`config.mk`:
```
export PLATFORM = sky130hd
export DESIGN_NAME = pipe_reg_skid
export DESIGN_NICKNAME = d
export VERILOG_FILES = /design/src/rtl/pipe_reg_skid.sv
export SDC_FILE = /design/constraint.sdc
export NUM_CORES = 1
export LEC_CHECK = 0
export CORE_ASPECT_RATIO = 0.75
export CORE_MARGIN = 5
export CORE_UTILIZATION = 50
export DETAILED_ROUTE_END_ITERATION = 10
export PLACE_DENSITY = 0.89
export RECOVER_POWER = 25
export SLEW_MARGIN = 20
export SYNTH_ARGS = -nofsm -noshare
export SYNTH_HDL_FRONTEND = slang
export SYNTH_SLANG_ARGS = --single-unit
```
`constraint.sdc`:
```
create_clock -name clk -period 22.2 [get_ports clk]
set_input_delay 4.44 -clock clk [delete_from_list [all_inputs] [get_ports clk]]
set_output_delay 4.44 -clock clk [all_outputs]
set_load 0.01 [all_outputs]
```
`src/rtl/pipe_reg_skid.sv`:
```
// Two-entry pipeline register with skid buffer, flush and 1-cycle latency.
// Optional stall/flush performance counters are enabled by PIPE_REG_SKID_PERF_EN.
module pipe_reg_skid #(
    parameter int                DATA_W     = 96,
    parameter logic [DATA_W-1:0] BUBBLE_VAL = '0
) (
    input  logic              clk,
    input  logic              rst,
    input  logic              flush,
    input  logic              in_valid,
    output logic              in_ready,
    input  logic [DATA_W-1:0] in_data,
    output logic              out_valid,
    input  logic              out_ready,
    output logic [DATA_W-1:0] out_data,
    output logic [1:0]        occ,
    output logic [31:0]       stall_cnt,
    output logic [31:0]       flush_cnt
);

    // State encoding equals the occupancy count, so occ is the state register itself.
    localparam logic [1:0] S_EMPTY = 2'd0;
    localparam logic [1:0] S_ONE   = 2'd1;
    localparam logic [1:0] S_FULL  = 2'd2;

    logic [1:0]        r_state;
    logic [DATA_W-1:0] r_main;
    logic [DATA_W-1:0] r_skid;

    logic w_out_valid;
    logic w_accept;
    logic w_deliver;

    // NOTE: in_ready depends on registered state only; the skid entry absorbs the
    // beat that arrives in the cycle downstream stalls, so no out_ready path is needed.
    assign in_ready    = (r_state != S_FULL);
    assign w_out_valid = (r_state != S_EMPTY) && !flush;
    assign w_accept    = in_valid && in_ready && !flush;
    assign w_deliver   = w_out_valid && out_ready;

    assign out_valid = w_out_valid;
    assign out_data  = w_out_valid ? r_main : BUBBLE_VAL;
    assign occ       = r_state;

    // NOTE: sequential state uses non-blocking assignments so every register
    // samples the pre-edge values of its neighbours.
    always_ff @(posedge clk) begin
        if (rst) begin
            r_state <= S_EMPTY;
        end else if (flush) begin
            r_state <= S_EMPTY;
        end else begin
            case (r_state)
                S_EMPTY: begin
                    if (w_accept) r_state <= S_ONE;
                end
                S_ONE: begin
                    if (w_accept && !w_deliver)      r_state <= S_FULL;
                    else if (!w_accept && w_deliver) r_state <= S_EMPTY;
                end
                S_FULL: begin
                    if (w_deliver) r_state <= S_ONE;
                end
                default: r_state <= S_EMPTY;
            endcase
        end
    end

    // NOTE: payload registers carry no reset; their contents are only observed
    // while r_state marks them valid, which saves reset fan-out on wide data.
    always_ff @(posedge clk) begin
        case (r_state)
            S_EMPTY: begin
                if (w_accept) r_main <= in_data;
            end
            S_ONE: begin
                if (w_accept && w_deliver) r_main <= in_data;
                else if (w_accept)         r_skid <= in_data;
            end
            S_FULL: begin
                if (w_deliver) r_main <= r_skid;
            end
            default: ;
        endcase
    end

`ifdef PIPE_REG_SKID_PERF_EN
    logic [31:0] r_stall_cnt;
    logic [31:0] r_flush_cnt;

    // Saturating event counters; they stick at all-ones rather than wrap.
    always_ff @(posedge clk) begin
        if (rst) begin
            r_stall_cnt <= '0;
            r_flush_cnt <= '0;
        end else begin
            if (w_out_valid && !out_ready && (r_stall_cnt != 32'hFFFF_FFFF))
                r_stall_cnt <= r_stall_cnt + 32'd1;
            if (flush && (r_flush_cnt != 32'hFFFF_FFFF))
                r_flush_cnt <= r_flush_cnt + 32'd1;
        end
    end

    assign stall_cnt = r_stall_cnt;
    assign flush_cnt = r_flush_cnt;
`else
    assign stall_cnt = '0;
    assign flush_cnt = '0;
`endif

endmodule

```
Word-level counts from Yosys, hierarchy flattened. Index checks and enable logic that the tools add are counted. Widths: inputs -> output; s select.

Bits in registers: 194. Input port bits: 101. Output and inout bits: 164. Word-level logic and storage cells: 38.

Equality and inequality tests: 7. Multiplexer cells: 10. Bitwise gates (word level): 1. Reduce and logical (&&, ||, !) cells: 17.

Operator list (count): $mux 96 (4); $pmux 96 s3 (1); $mux 2 (4); $ne 2x2->1 const B (4); $logic_and 1x1->1 (7); $pmux 2 s3 (1); $reduce_and 3->1 (2); $reduce_and 4->1 (1); $logic_not 1->1 (3); $ne 3x3->1 const B (1); $reduce_bool 3->1 (1); $eq 2x1->1 const B (1); $eq 2x2->1 const B (1); $logic_not 2->1 (1); $reduce_bool 2->1 (1); $reduce_or 2->1 (1); $not 1->1 (1).

Depth between registers and ports, before layout. Gate-level depths: netlist of run 1.

Word-level depth: 8. Depth in mapped cells: 6. Mapped depth without buffers: 3.

Least setup slack after synthesis of run 1. No wires, ideal clock.

Path kind: input to register. Start point: in out_ready. End point: reg r_skid[0] (enable). Setup time: 0.690 ns. Data arrival time: 11.586 ns. Required time: 21.510 ns. Setup slack: 9.924 ns. Stages: 2. Buffers on the path: 0. Path through: nand2b_1 > nor3b_1.

Longest elaborated chain between the ends: 4.

Ends and longest elaborated chain: start, declared (RTL line 14) `input logic out_ready,`; $logic_and 1x1->1 (RTL line 39) `assign w_deliver = w_out_valid && out_ready;`; $logic_and 1x1->1 (RTL line 77) `if (w_accept && w_deliver) r_main <= in_data;`; $not 1->1 (no line); $reduce_and 3->1 (no line); end signal, assigned (RTL line 78) `else if (w_accept) r_skid <= in_data;`; end, declared (RTL line 28) `logic [DATA_W-1:0] r_skid;`.

No other way between the ends. A chain may end at the register's enable or synchronous reset.

Worst setup path after layout of run 1.
Start point: in flush. End point: out out_data[46].

Longest elaborated chain between the ends: 3.

Ends and longest elaborated chain: start, declared (RTL line 9) `input logic flush,`; $logic_not 1->1 (RTL line 37) `assign w_out_valid = (r_state != S_EMPTY) && !flush;`; $logic_and 1x1->1 (RTL line 37); $mux 96 (RTL line 42) `assign out_data = w_out_valid ? r_main : BUBBLE_VAL;`; end, declared (RTL line 15) `output logic [DATA_W-1:0] out_data,`.

No other way between the ends.

==> results_dict.tcl, run 1 <==
set metrics [dict create \
    seq_area_frac_synth_pct 70.0 \
    die_h_um 122 \
    ant_nets 0 \
    start_kind "primary input" \
    grt_pass1_vias 4786 \
    syn_area_um2 8290 \
    drive_gt1_share_pct 19.5 \
    slew_headroom_pct 49.0 \
    setup_viol 0 \
    reg2reg_setup_slack_ns 19.61 \
    drc_errors 0 \
    htree_levels 4 \
    cts_hold_buffers 0 \
    path_max_fanout 96 \
    cap_violations 0 \
    final.setup.tns_ns 0 \
    worstReg2RegEnd "r_main[53]" \
    timing.fmax_mhz 90.2 \
    min_period_over_period_pct 49.9 \
    rsz0062_at_grt "false" \
    hp-class "reg -> reg" \
    yosys_warnings 0 \
    powerDensity_nw_per_um2 71.4 \
    dp_cells 881 \
    viasPerCell 4.90 \
    crit_path_end "out_data[46]" \
    gr-total-overflow 0 \
    synth_area_leader_cell "edfxtp_1" \
    cts_tree "yes" \
    io_pins 265 \
    startpoint "flush" \
    numPortBuffers 200 \
    clk_latency_ns 0.41 \
    r2r_start "occ[1]" \
    ys_seq_elements 194 \
    area_growth_pct 30.7 \
    multi_input_area_um2 2100 \
    die-area_um2 19300 \
    critical-path-max-stage-delay_ns 0.61 \
    crit_required_ns 17.76 \
    core_area_um2 16200 \
    clkTransAtPathRegs_ns 0.07 \
    finalCriticalPeriod_ns 11.09 \
    ir_worst_vdd_mv 0.0536 \
    status "complete, no violations" \
    routed_wl_um 16700 \
    crit_type "in -> out" \
    synthTopCellsByArea "edfxtp_1, mux2_2, and2_1" \
    endpoint_kind "primary output" \
    power.total_uw 774 \
    drt-wirelength-per-cell_um 18.2 \
    cts_resized 0 \
    leakagePower_nw 3.77 \
    final_nets 791 \
    track_usage_pct 17.1 \
    yosysUniqueCellTypes 26 \
    fin_cells 919 \
    regArea_um2 5810 \
    numCtsBuffers 17 \
    cts_setup_buffers 0 \
    gp_congestion 0.791 \
    cp.arrival_ns 6.65 \
    nFillCells 1098 \
    skew_ns 0.00719 \
    antenna_found_initial 8 \
    start_util_pct 51.3 \
    vias 4504 \
    hold_violations 0 \
    grt_max_degree 97 \
    final_core_util_pct 67.0 \
    syn_avg_cell_area_um2 17.1 \
    reg2reg_depth 4 \
    placed_cell_area_um2 10200 \
    slew_viol_final 0 \
    grt_pass1_wl_um 26000 \
    die_w_um 159 \
    clock_sinks 194 \
    cts_root_buf "clkbuf_16" \
    yosys.area.top_type_share_pct 69.5 \
    crit_top_cell "clkdlybuf4s50_1" \
    worstMarginPinSlew_ns 0.764 \
    dr.pass1.iters 4 \
    drtIter0Drc 260 \
    final_cell_area_um2 10800 \
    rows 40 \
    dp_hpwl_um 11400 \
    cts_buffer_depth 2 \
    netlist_instances 486 \
    critical_path.cell_chain "clkdlybuf4s50_1 -> nor2_4 -> buf_4 -> and2_1 -> clkdlybuf4s50_1" \
    crit_slowest_cell "buf_4" \
]
## layout by cell type (no fill, tap or decap), drive strengths merged
| master | n |
|---|---|
| nand2 | 1 |
| nor4 | 1 |
| and2 | 96 |
| nor2 | 2 |
| and2b | 1 |
| edfxtp | 192 |
| bufinv | 2 |
| dlygate4sd3 | 96 |
| inv | 8 |
| a211oi | 1 |
| clkinv | 3 |
| clkbuf | 17 |
| o31a | 1 |
| dfxtp | 2 |
| clkdlybuf4s50 | 104 |
| nand2b | 1 |
| nor2b | 1 |
| clkinvlp | 3 |
| nor3b | 1 |
| diode | 6 |
| nand3b | 1 |
| mux2 | 96 |
| buf | 7 |
| conb | 64 |
| a21oi | 2 |
## per-layer routing
metal,up-vias,wire (µm),GRT usage [%]
li1,2051,-,-
met1,2209,6860,21.5
met2,218,8030,27.7
met3,22,1580,6.86
met4,4,230,5.27
met5,-,19,0
## where the power goes
part	switching (mW)	leakage [nW]	internal [mW]	total (mW)
Combinational	0.0239	1.71	0.0276	0.0515
Sequential	0.00256	1.78	0.413	0.416
Clock	0.137	0.284	0.169	0.306
## cell usage after synthesis (all sizes together)
cell / instances
edfxtp: 192
and2: 96
mux2: 96
buf: 76
clkbuf: 9
a21oi: 2
dfxtp: 2
nor2: 2
a211oi: 1
and2b: 1
conb: 1
inv: 1
nand2: 1
nand2b: 1
nand3b: 1
nor2b: 1
nor3b: 1
nor4: 1
o31a: 1
## layout make-up
| cell class | instances | area share [%] |
|---|---|---|
| antenna | 6 | 0.139 |
| clock buffer | 17 | 3.93 |
| clock inverter | 15 | 1.58 |
| inverter | 1 | 0.0346 |
| multi-input combinational | 269 | 19.4 |
| sequential | 194 | 53.6 |
| tap | 210 | 2.42 |
| timing repair buffer | 207 | 19.0 |
## how the worst min path moves through the flow
stage	startpoint	end	slack, ns	cells past startpoint
global route	r_skid[9]	r_main[9]	0.57	1
CTS	r_skid[68]	r_main[68]	0.55	1
finish	r_skid[54]	r_main[54]	0.55	1
detailed placement	r_skid[41]	r_main[41]	0.53	1
global placement	r_skid[9]	r_main[9]	0.53	1
floorplan	r_skid[0]	r_main[0]	0.52	1
## logic make-up after synthesis
group	after synthesis	share of synthesized area (%)
AO/OA/AOI/OAI	4	0.317
other	1	0.0452
AND/OR/NAND/NOR	105	7.98
flip-flops	194	70.0
buffers and inverters	86	7.79
multiplexers	96	13.9
## stage by stage
stage	setup WS [ns]	hold WS [ns]
4_1_cts	11.10	0.552
2_1_floorplan	9.92	0.523
3_5_place_dp	11.10	0.531
5_1_grt	10.98	0.568
3_3_place_gp	11.17	0.529
6_report	11.11	0.546
## state kept, by name, indices dropped and copies added, names as in the netlist
signal,cells
occ,2
r_skid,96
r_main,96
## worst max-delay path, delay by kind of cell
kind / cells / cell delay, ns
simple gates: 2 / 0.44
buf+inv: 3 / 1.73
No activity file was read; power rests on OpenSTA's default activity.
==> run 2, diff against run 1 <==
Settings changed: CORE_UTILIZATION 50 to 47, PLACE_DENSITY 0.89 to 0.84.
Clock period 22.2 ns to 11.6 ns, I/O delays scaled along.
==> run 2 against run 1 <==
Final area stayed put. Combinational power rose by 91%. Flip-flop and latch count unchanged. Die area up 5.9%. Utilization decreased by 5.1 points. Global-route usage down 0.88 points. Sequential share of layout area did not move. Final cell count rose by 2.7%. Clock skew is 0.0043 ns higher. First-iteration DRC count rose by 2.7%. Via count is 0.95% lower. Register-to-register slack worse by 11 ns.
==> results_dict.tcl, run 2 (synthesis gave the netlist of run 1 again) <==
set metrics [dict create \
    crit_required_ns 9.28 \
    path_max_fanout 49 \
    clkTransAtPathRegs_ns 0.07 \
    grt_max_degree 53 \
    drive_gt1_share_pct 18.4 \
    ant_nets 0 \
    clk_latency_ns 0.41 \
    core_area_um2 17500 \
    leakagePower_nw 3.76 \
    timing.fmax_mhz 137 \
    critical_path.cell_chain "clkdlybuf4s50_1 -> nor2_4 -> buf_4 -> and2_1 -> clkdlybuf4s50_1" \
    cts_root_buf "clkbuf_16" \
    crit_slowest_cell "nor2_4" \
    die_h_um 125 \
    cts_tree "yes" \
    crit_type "in -> out" \
    powerDensity_nw_per_um2 136 \
    die_w_um 163 \
    power_frac_seq_pct 53.9 \
    numPortBuffers 200 \
    final_cell_area_um2 10800 \
    vias 4461 \
    critical-path-max-stage-delay_ns 0.73 \
    start_util_pct 47.4 \
    clock_sinks 194 \
    drc_errors 0 \
    slew_viol_final 0 \
    rows 42 \
    endpoint_kind "primary output" \
    grt_pass1_vias 4628 \
    placed_cell_area_um2 10300 \
    antenna_found_initial 5 \
    cts_buffer_depth 2 \
    switching_share_pct 20.1 \
    area_growth_pct 30.7 \
    gr-total-overflow 0 \
    hp-class "reg -> reg" \
    cp_top_family "buffers and inverters" \
    worstMarginPinSlew_ns 0.870 \
    cap_violations 0 \
    nFillCells 1294 \
    rsz0062_at_grt "false" \
    numCtsBuffers 17 \
    skew_ns 0.0115 \
    final_cell_mix "edfxtp_1, clkdlybuf4s50_1, and2_1, dlygate4sd3_1, mux2_2" \
    cp.arrival_ns 4.96 \
    power.switching_uw 298 \
    hold_violations 0 \
    htree_levels 4 \
    cp_num_buf_inv 3 \
    cts_resized 0 \
    finalCriticalPeriod_ns 7.28 \
    viasPerCell 4.73 \
    dp_hpwl_um 11600 \
    cts_setup_buffers 0 \
    routed_wl_um 16800 \
    internal-power_mw 1.18 \
    slew_headroom_pct 41.9 \
    drtIter0Drc 267 \
    gp_congestion 0.765 \
    place_ws_ns 4.32 \
    final_common_cell "edfxtp_1" \
    drt-wirelength-per-cell_um 17.8 \
    io_pins 265 \
    dr.pass1.iters 5 \
    setup_viol 0 \
    die-area_um2 20400 \
    status "complete, no violations" \
    clockPowerShare_pct 39.5 \
    final_nets 791 \
    grt_pass1_wl_um 25900 \
    p_comb_share_pct 6.6 \
    final.setup.tns_ns 0 \
    min_period_over_period_pct 62.8 \
    track_usage_pct 16.3 \
    start_kind "primary input" \
    crit_top_cell "clkdlybuf4s50_1" \
    fin_ws_ns 4.32 \
    ir_worst_vdd_mv 0.0965 \
    cts_hold_buffers 0 \
]
[run 2: cell types whose count changed in the layout (fill, tap and decap cells not counted), sizes merged]
cell      before  now
bufinv         2    3
clkinv         3    5
clkinvlp       3    2
diode          6    1
inv            8    4
[run 2: worst paths after layout]
| kind | end | startpoint | slack, ns | cells after the start |
|---|---|---|---|---|
| worst max-delay path | out_data[41] | flush | 4.32 | 5 |
| worst min-delay path | r_main[58] | r_skid[58] | 0.54 | 1 |
| worst max register to register | r_skid[43] | occ[0] | 8.65 | 4 |
| worst min register to register | r_main[58] | r_skid[58] | 0.54 | 1 |
[run 2: cell type report]
type | instances | area, µm² | share of cell area (%)
Antenna cell | 1 | 2.50 | 0.0231
Multi-Input combinational cell | 269 | 2080 | 19.2
Tap cell | 242 | 303 | 2.79
Inverter | 1 | 3.75 | 0.0346
Clock buffer | 17 | 425 | 3.93
Sequential cell | 194 | 5810 | 53.6
Timing Repair Buffer | 207 | 2050 | 19.0
Clock inverter | 13 | 159 | 1.47
[run 2: worst reg2reg max path, cell delays in order (launching register included)]
cell,delay (ns)
dfxtp_1,0.50
nand2b_1,0.17
nor3b_2,0.61
buf_4,0.61
buf_4,0.67
[run 2: layer usage]
layer	wire [µm]	global-route usage, %
met5	35	0
met4	204	4.78
met3	1580	5.66
met2	7880	25.6
met1	7090	21.6
[run 2: power by group through the flow]
stage | combinational, mW | sequential (mW) | clock [mW]
after floorplan | 0.0608 | 0.813 | 0
after global routing | 0.107 | 0.798 | 0.631
after detailed placement | 0.106 | 0.811 | 0
after CTS | 0.106 | 0.797 | 0.597
final | 0.0983 | 0.797 | 0.584
after global placement | 0.102 | 0.811 | 0
[run 2: metrics by stage]
stage	power (mW)	hold WS, ns	cells	util [%]
detailed placement	0.917	0.533	913	58.7
floorplan	0.873	0.523	549	-
global placement	0.913	0.529	913	58.7
CTS	1.50	0.549	943	62.0
finish	1.48	0.541	944	61.9
global route	1.54	0.556	944	61.9
